[config.mk]
export PLATFORM = sky130hd
export DESIGN_NAME = dmem_responder
export DESIGN_NICKNAME = d
export VERILOG_FILES = /design/src/rtl/dmem_responder.sv
export SDC_FILE = /design/constraint.sdc
export NUM_CORES = 2
export LEC_CHECK = 0
export BUFFER_PORTS_ARGS = -buffer_cell sky130_fd_sc_hd__buf_4
export CAP_MARGIN = 40
export CORE_AREA = 4 4 421 423
export CTS_BUF_LIST = sky130_fd_sc_hd__clkbuf_4
export CTS_CLUSTER_DIAMETER = 30
export DETAILED_ROUTE_END_ITERATION = 12
export DIE_AREA = 0 0 425 427
export PLACE_DENSITY_LB_ADDON = 0.2
export SKIP_CTS_REPAIR_TIMING = 1
export SYNTH_ARGS = -nofsm -noshare
export SYNTH_HDL_FRONTEND = slang
export SYNTH_SLANG_ARGS = --single-unit
export TNS_END_PERCENT = 50
[constraint.sdc]
create_clock -name clk -period 4.2 [get_ports clk]
set_input_delay 0.63 -clock clk [delete_from_list [all_inputs] [get_ports clk]]
set_output_delay 0.63 -clock clk [all_outputs]
set_load 0.01 [all_outputs]
[src/rtl/dmem_responder.sv]
// Data-memory responder for the M stage: single outstanding word request, fixed LATENCY, one-cycle response pulse.
// Optional address checking is enabled with `define DMEM_ERR_EN (misaligned / out-of-range -> err).
module dmem_responder #(
  parameter int unsigned DEPTH   = 64,
  parameter int unsigned LATENCY = 2
) (
  input  logic        clk,
  input  logic        reset,
  input  logic        req_valid,
  input  logic        req_we,
  input  logic [31:0] req_addr,
  input  logic [31:0] req_wdata,
  output logic        req_ready,
  output logic        resp_valid,
  output logic [31:0] resp_rdata,
  output logic        busy,
  output logic        err
);

  localparam int unsigned AW = $clog2(DEPTH);
  localparam int unsigned CW = (LATENCY > 1) ? $clog2(LATENCY) : 1;
  localparam logic [CW-1:0] CNT_LOAD = CW'(LATENCY - 1);
  localparam bit LAT1 = (LATENCY == 1);

  typedef enum logic [1:0] {S_IDLE, S_WAIT, S_RESP} state_t;

  state_t        r_state;
  logic [CW-1:0] r_cnt;
  logic          r_we;
  logic [AW-1:0] r_idx;
  logic [31:0]   r_wdata;
  logic          r_req_err;
  logic          r_resp_valid;
  logic [31:0]   r_rdata;
  logic          r_err;
  logic [31:0]   r_mem [DEPTH];

  logic          w_accept;
  logic          w_req_err;
  logic [AW-1:0] w_req_idx;
  logic          w_wait_done;
  logic          w_enter_resp;
  logic          w_op_we;
  logic [AW-1:0] w_op_idx;
  logic [31:0]   w_op_wdata;
  logic          w_op_err;

  assign w_req_idx = req_addr[AW+1:2];

`ifdef DMEM_ERR_EN
  assign w_req_err = (req_addr[1:0] != 2'b00) || (|req_addr[31:AW+2]);
`else
  logic w_unused_addr;
  assign w_unused_addr = ^{req_addr[31:AW+2], req_addr[1:0]};
  assign w_req_err     = 1'b0;
`endif

  assign req_ready = (r_state != S_WAIT);
  assign w_accept  = req_valid & req_ready;
  // Combinational so the pipeline stalls already in the accept cycle.
  assign busy      = (r_state == S_WAIT) | (w_accept & !LAT1);

  // With LATENCY = 1 the operation executes straight from the request inputs.
  assign w_wait_done  = (r_state == S_WAIT) && (r_cnt == CW'(1));
  assign w_enter_resp = w_wait_done | (LAT1 & w_accept);
  assign w_op_we      = w_wait_done ? r_we      : req_we;
  assign w_op_idx     = w_wait_done ? r_idx     : w_req_idx;
  assign w_op_wdata   = w_wait_done ? r_wdata   : req_wdata;
  assign w_op_err     = w_wait_done ? r_req_err : w_req_err;

  always_ff @(posedge clk) begin
    if (!reset) begin
      r_state      <= S_IDLE;
      r_cnt        <= '0;
      r_we         <= 1'b0;
      r_idx        <= '0;
      r_wdata      <= '0;
      r_req_err    <= 1'b0;
      r_resp_valid <= 1'b0;
      r_rdata      <= '0;
      r_err        <= 1'b0;
    end else begin
      r_resp_valid <= w_enter_resp;
      r_err        <= w_enter_resp & w_op_err;
      if (w_enter_resp) begin
        r_rdata <= (w_op_we || w_op_err) ? 32'h0 : r_mem[w_op_idx];
      end
      case (r_state)
        S_IDLE, S_RESP: begin
          if (w_accept) begin
            r_we      <= req_we;
            r_idx     <= w_req_idx;
            r_wdata   <= req_wdata;
            r_req_err <= w_req_err;
            r_cnt     <= CNT_LOAD;
            r_state   <= LAT1 ? S_RESP : S_WAIT;
          end else begin
            r_state <= S_IDLE;
          end
        end
        S_WAIT: begin
          r_cnt <= r_cnt - CW'(1);
          if (r_cnt == CW'(1)) r_state <= S_RESP;
        end
        default: r_state <= S_IDLE;
      endcase
    end
  end

  // Stores commit on the response edge only; a reset on that edge drops them.
  always_ff @(posedge clk) begin
    if (reset && w_enter_resp && w_op_we && !w_op_err) begin
      r_mem[w_op_idx] <= w_op_wdata;
    end
  end

  assign resp_valid = r_resp_valid;
  assign resp_rdata = r_rdata;
  assign err        = r_err;

endmodule

==> flow_metrics.env <==
export IMPL_die_area_um2=181000
export IMPL_synthCells=4442
export IMPL_worst_ep_arrival_time_ns=4.84
export IMPL_grt_pass1_vias=48200
export IMPL_place_hpwl_um=146000
export IMPL_viasPerCell=6.25
export IMPL_status="completed"
export IMPL_num_rows=153
export IMPL_ant_nets=0
export IMPL_grt_pass1_wl_um=358000
export IMPL_end_kind="flip-flop"
export IMPL_die_width_um=425
export IMPL_drc_errors=0
export IMPL_ir_drop_uv=309
export IMPL_clockPowerShare_pct=39.6
export IMPL_power_frac_seq_pct=54.4
export IMPL_max_cap_violations=0
export IMPL_syn_nets=4510
export IMPL_portBuffers=76
export IMPL_critPathSlowestCell="mux2_8"
export IMPL_tightestPinTransition_ns=0.880
export IMPL_finalClockSkew_ns=0.106
export IMPL_required_ns=5.39
export IMPL_p_int_mw=33.1
export IMPL_synth_seq_area_share_pct=81.2
export IMPL_p_per_area_nw_per_um2=470
export IMPL_cp_buffers_inverters=2
export IMPL_drtPass1Iterations=7
export IMPL_period_minus_slack_ns=3.65
export IMPL_netlist_area_leader_share_pct=79.3
export IMPL_synthesis_area_um2=77500
export IMPL_yosysTopAreaCell="edfxtp_1"
export IMPL_power_mw=43.1
export IMPL_cts_tree="done"
export IMPL_critPathKind="reg -> reg"
export IMPL_max_stage_delay_ns=0.74
export IMPL_ys_types=59
export IMPL_drive_gt1_share_pct=25.1
export IMPL_grt_total_usage_pct=27.7
export IMPL_preCtsSetupSlack_ns=0.285
export IMPL_path_delay_family="compound AO/OA/AOI/OAI gates"
export IMPL_vias=49200
export IMPL_switching_share_pct=23.1
export IMPL_p_leak_nw=29.7
export IMPL_hold_class="in -> reg"
export IMPL_finalWirelength_um=257000
export IMPL_mostFrequentLayoutCells="edfxtp_1, clkbuf_4, o22ai_1, buf_4, nand2_1"
export IMPL_yosys_top_cells_area="edfxtp_1, o22ai_1, dfxtp_1, o221ai_1, o22a_1"
export IMPL_setup_ws_ns=0.554
export IMPL_synthFlopType="edfxtp_1"
export IMPL_drt_initial_drc_count=6306
export IMPL_layout_commonest_cell="edfxtp_1"
export IMPL_setup_viol=0
export IMPL_clock_latency_ns=1.38
export IMPL_placed_area_um2=84300
export IMPL_grt_overflow_total=0
export IMPL_min_period_over_period_pct=86.8
export IMPL_cts_clk_slew_worst_paths_ns=0.06
export IMPL_nets=5275
export IMPL_syn_mean_instance_area_um2=17.5
export IMPL_yosys_warnings=0
export IMPL_crit_chain="nand3b_4, buf_12, mux2_8, buf_12, o22ai_1, o41ai_1, o2111ai_1, o31ai_1"
export IMPL_synth_edf_count=2048
export IMPL_power_switching_mw=9.95
export IMPL_h_tree_depth=6
export IMPL_die_h_um=427
export IMPL_p_comb_share_pct=6.0
export IMPL_ys_async_sr_fraction_pct=0
export IMPL_crit_top_cell="buf_12"
export IMPL_initial_core_util_pct=44.7
export IMPL_core_um2=173000
export IMPL_grt_start_max_net_pins=65
export IMPL_cp_max_fo=63
export IMPL_fmax_ghz=0.274
export IMPL_final_setup_tns_ns=0
export IMPL_crit_path_start_kind="flip-flop"
export IMPL_clockRootBuffer="clkbuf_4"
export IMPL_final_area_um2=91600
export IMPL_drv_slew=0
export IMPL_cts_buffer_depth=4
export IMPL_io_pins=104
export IMPL_syn_to_final_growth_pct=18.1
export IMPL_rsz0062_at_grt="no"
export IMPL_place_congestion=0.825
export IMPL_antenna_found_initial=7
export IMPL_routedWlPerCell_um=32.6
export IMPL_cts_buffers=559
export IMPL_ys_ff_latch=2123
export IMPL_finalHoldViolCount=0
export IMPL_maxSlewHeadroom_pct=40.2
export IMPL_cts_sinks=2123
final cells by class:
class | instances | area, µm²
fillers | 14300 | 81800
flip-flops and latches | 2123 | 63000
multi-input cells | 2002 | 13900
clock buffers | 783 | 5880
repair buffers | 512 | 5250
well taps | 2325 | 2910
clock inverters | 114 | 643
inverters | 9 | 33.8
diodes | 7 | 17.5
path summary, 6_finish.rpt:
| kind | start | end | slack (ns) | depth (start not counted) |
|---|---|---|---|---|
| setup / recovery | r_cnt$_SDFFE_PN0P_ | resp_rdata[9]$_SDFFE_PN0N_ | 0.55 | 8 |
| hold / removal | req_valid | r_state[0]$_SDFFE_PN0P_ | 0.08 | 4 |
| setup reg to reg | r_cnt$_SDFFE_PN0P_ | resp_rdata[9]$_SDFFE_PN0N_ | 0.55 | 8 |
| hold reg to reg | resp_rdata[15]$_SDFFE_PN0N_ | resp_rdata[15]$_SDFFE_PN0N_ | 0.47 | 2 |
sequential cells by signal, indices dropped and copies added, names as in the netlist:
signal	count
r_cnt	1
r_idx	6
r_state	2
resp_valid	1
resp_rdata	32
r_wdata	32
r_we	1
r_mem	2048
cells in the mapped netlist, types with 3 or more instances:
library cell and count:
nand4b_1 26, a21boi_0 39, nor3_1 70, a2111oi_0 7, mux2i_4 3, and3b_1 7, and2_1 4, buf_1 39
a31oi_1 8, or4_1 3, o221ai_1 159, mux2_2 7, buf_6 3, o31a_1 3, dfxtp_1 75, a32o_1 7
nor4b_1 26, a22oi_1 11, a21oi_1 50, o31ai_1 140, nor4_1 25, nor2_1 167, buf_2 129, nor2b_1 3
a2bb2oi_1 4, or3b_2 6, clkbuf_1 131, mux2i_1 47, mux2_4 3, nand2b_1 4, o21ai_0 22, inv_1 9
buf_4 6, o2111ai_1 29, nand2_1 206, edfxtp_1 2048, mux2i_2 3, nand3_1 29, o22a_1 159, o22ai_1 663
nand4_1 15, o41ai_1 23
per-stage QoR:
| stage | hold slack, ns | utilization (%) | instances |
|---|---|---|---|
| after floorplan | 0.444 | - | 4442 |
| after CTS | -0.594 | 52.3 | 7789 |
| after global routing | 0.0588 | 52.8 | 7875 |
| after detailed placement | 0.459 | 48.6 | 6892 |
| final | 0.0831 | 52.8 | 7875 |
| after global placement | 0.451 | 48.5 | 6880 |
power by group through the flow:
stage               registers [mW]  logic [mW]  clock network [mW]
CTS                           23.4        2.48                17.3
global placement              23.9        2.40                   0
global route                  23.4        2.70                18.6
floorplan                     23.9        1.25                   0
finish                        23.5        2.57                17.1
detailed placement            23.9        2.47                   0
metal layers:
layer / track usage (%) / wire length (µm)
met3: 6.11 / 25100
met1: 38.1 / 102000
met5: 0 / 13
met2: 43.1 / 120000
met4: 11.3 / 9510
worst min-delay path, stage by stage:
cell	delay, ns
buf_4	0.12
and2b_1	0.15
buf_4	0.27
o21a_1	0.23
logic make-up after synthesis:
family / synth area share [%]
multiplexers: 0.907
flip-flops: 81.2
AO/OA/AOI/OAI: 12.3
other: 0.00484
AND/OR/NAND/NOR: 3.79
buffers and inverters: 1.80
(Power assumes the default switching activity.)
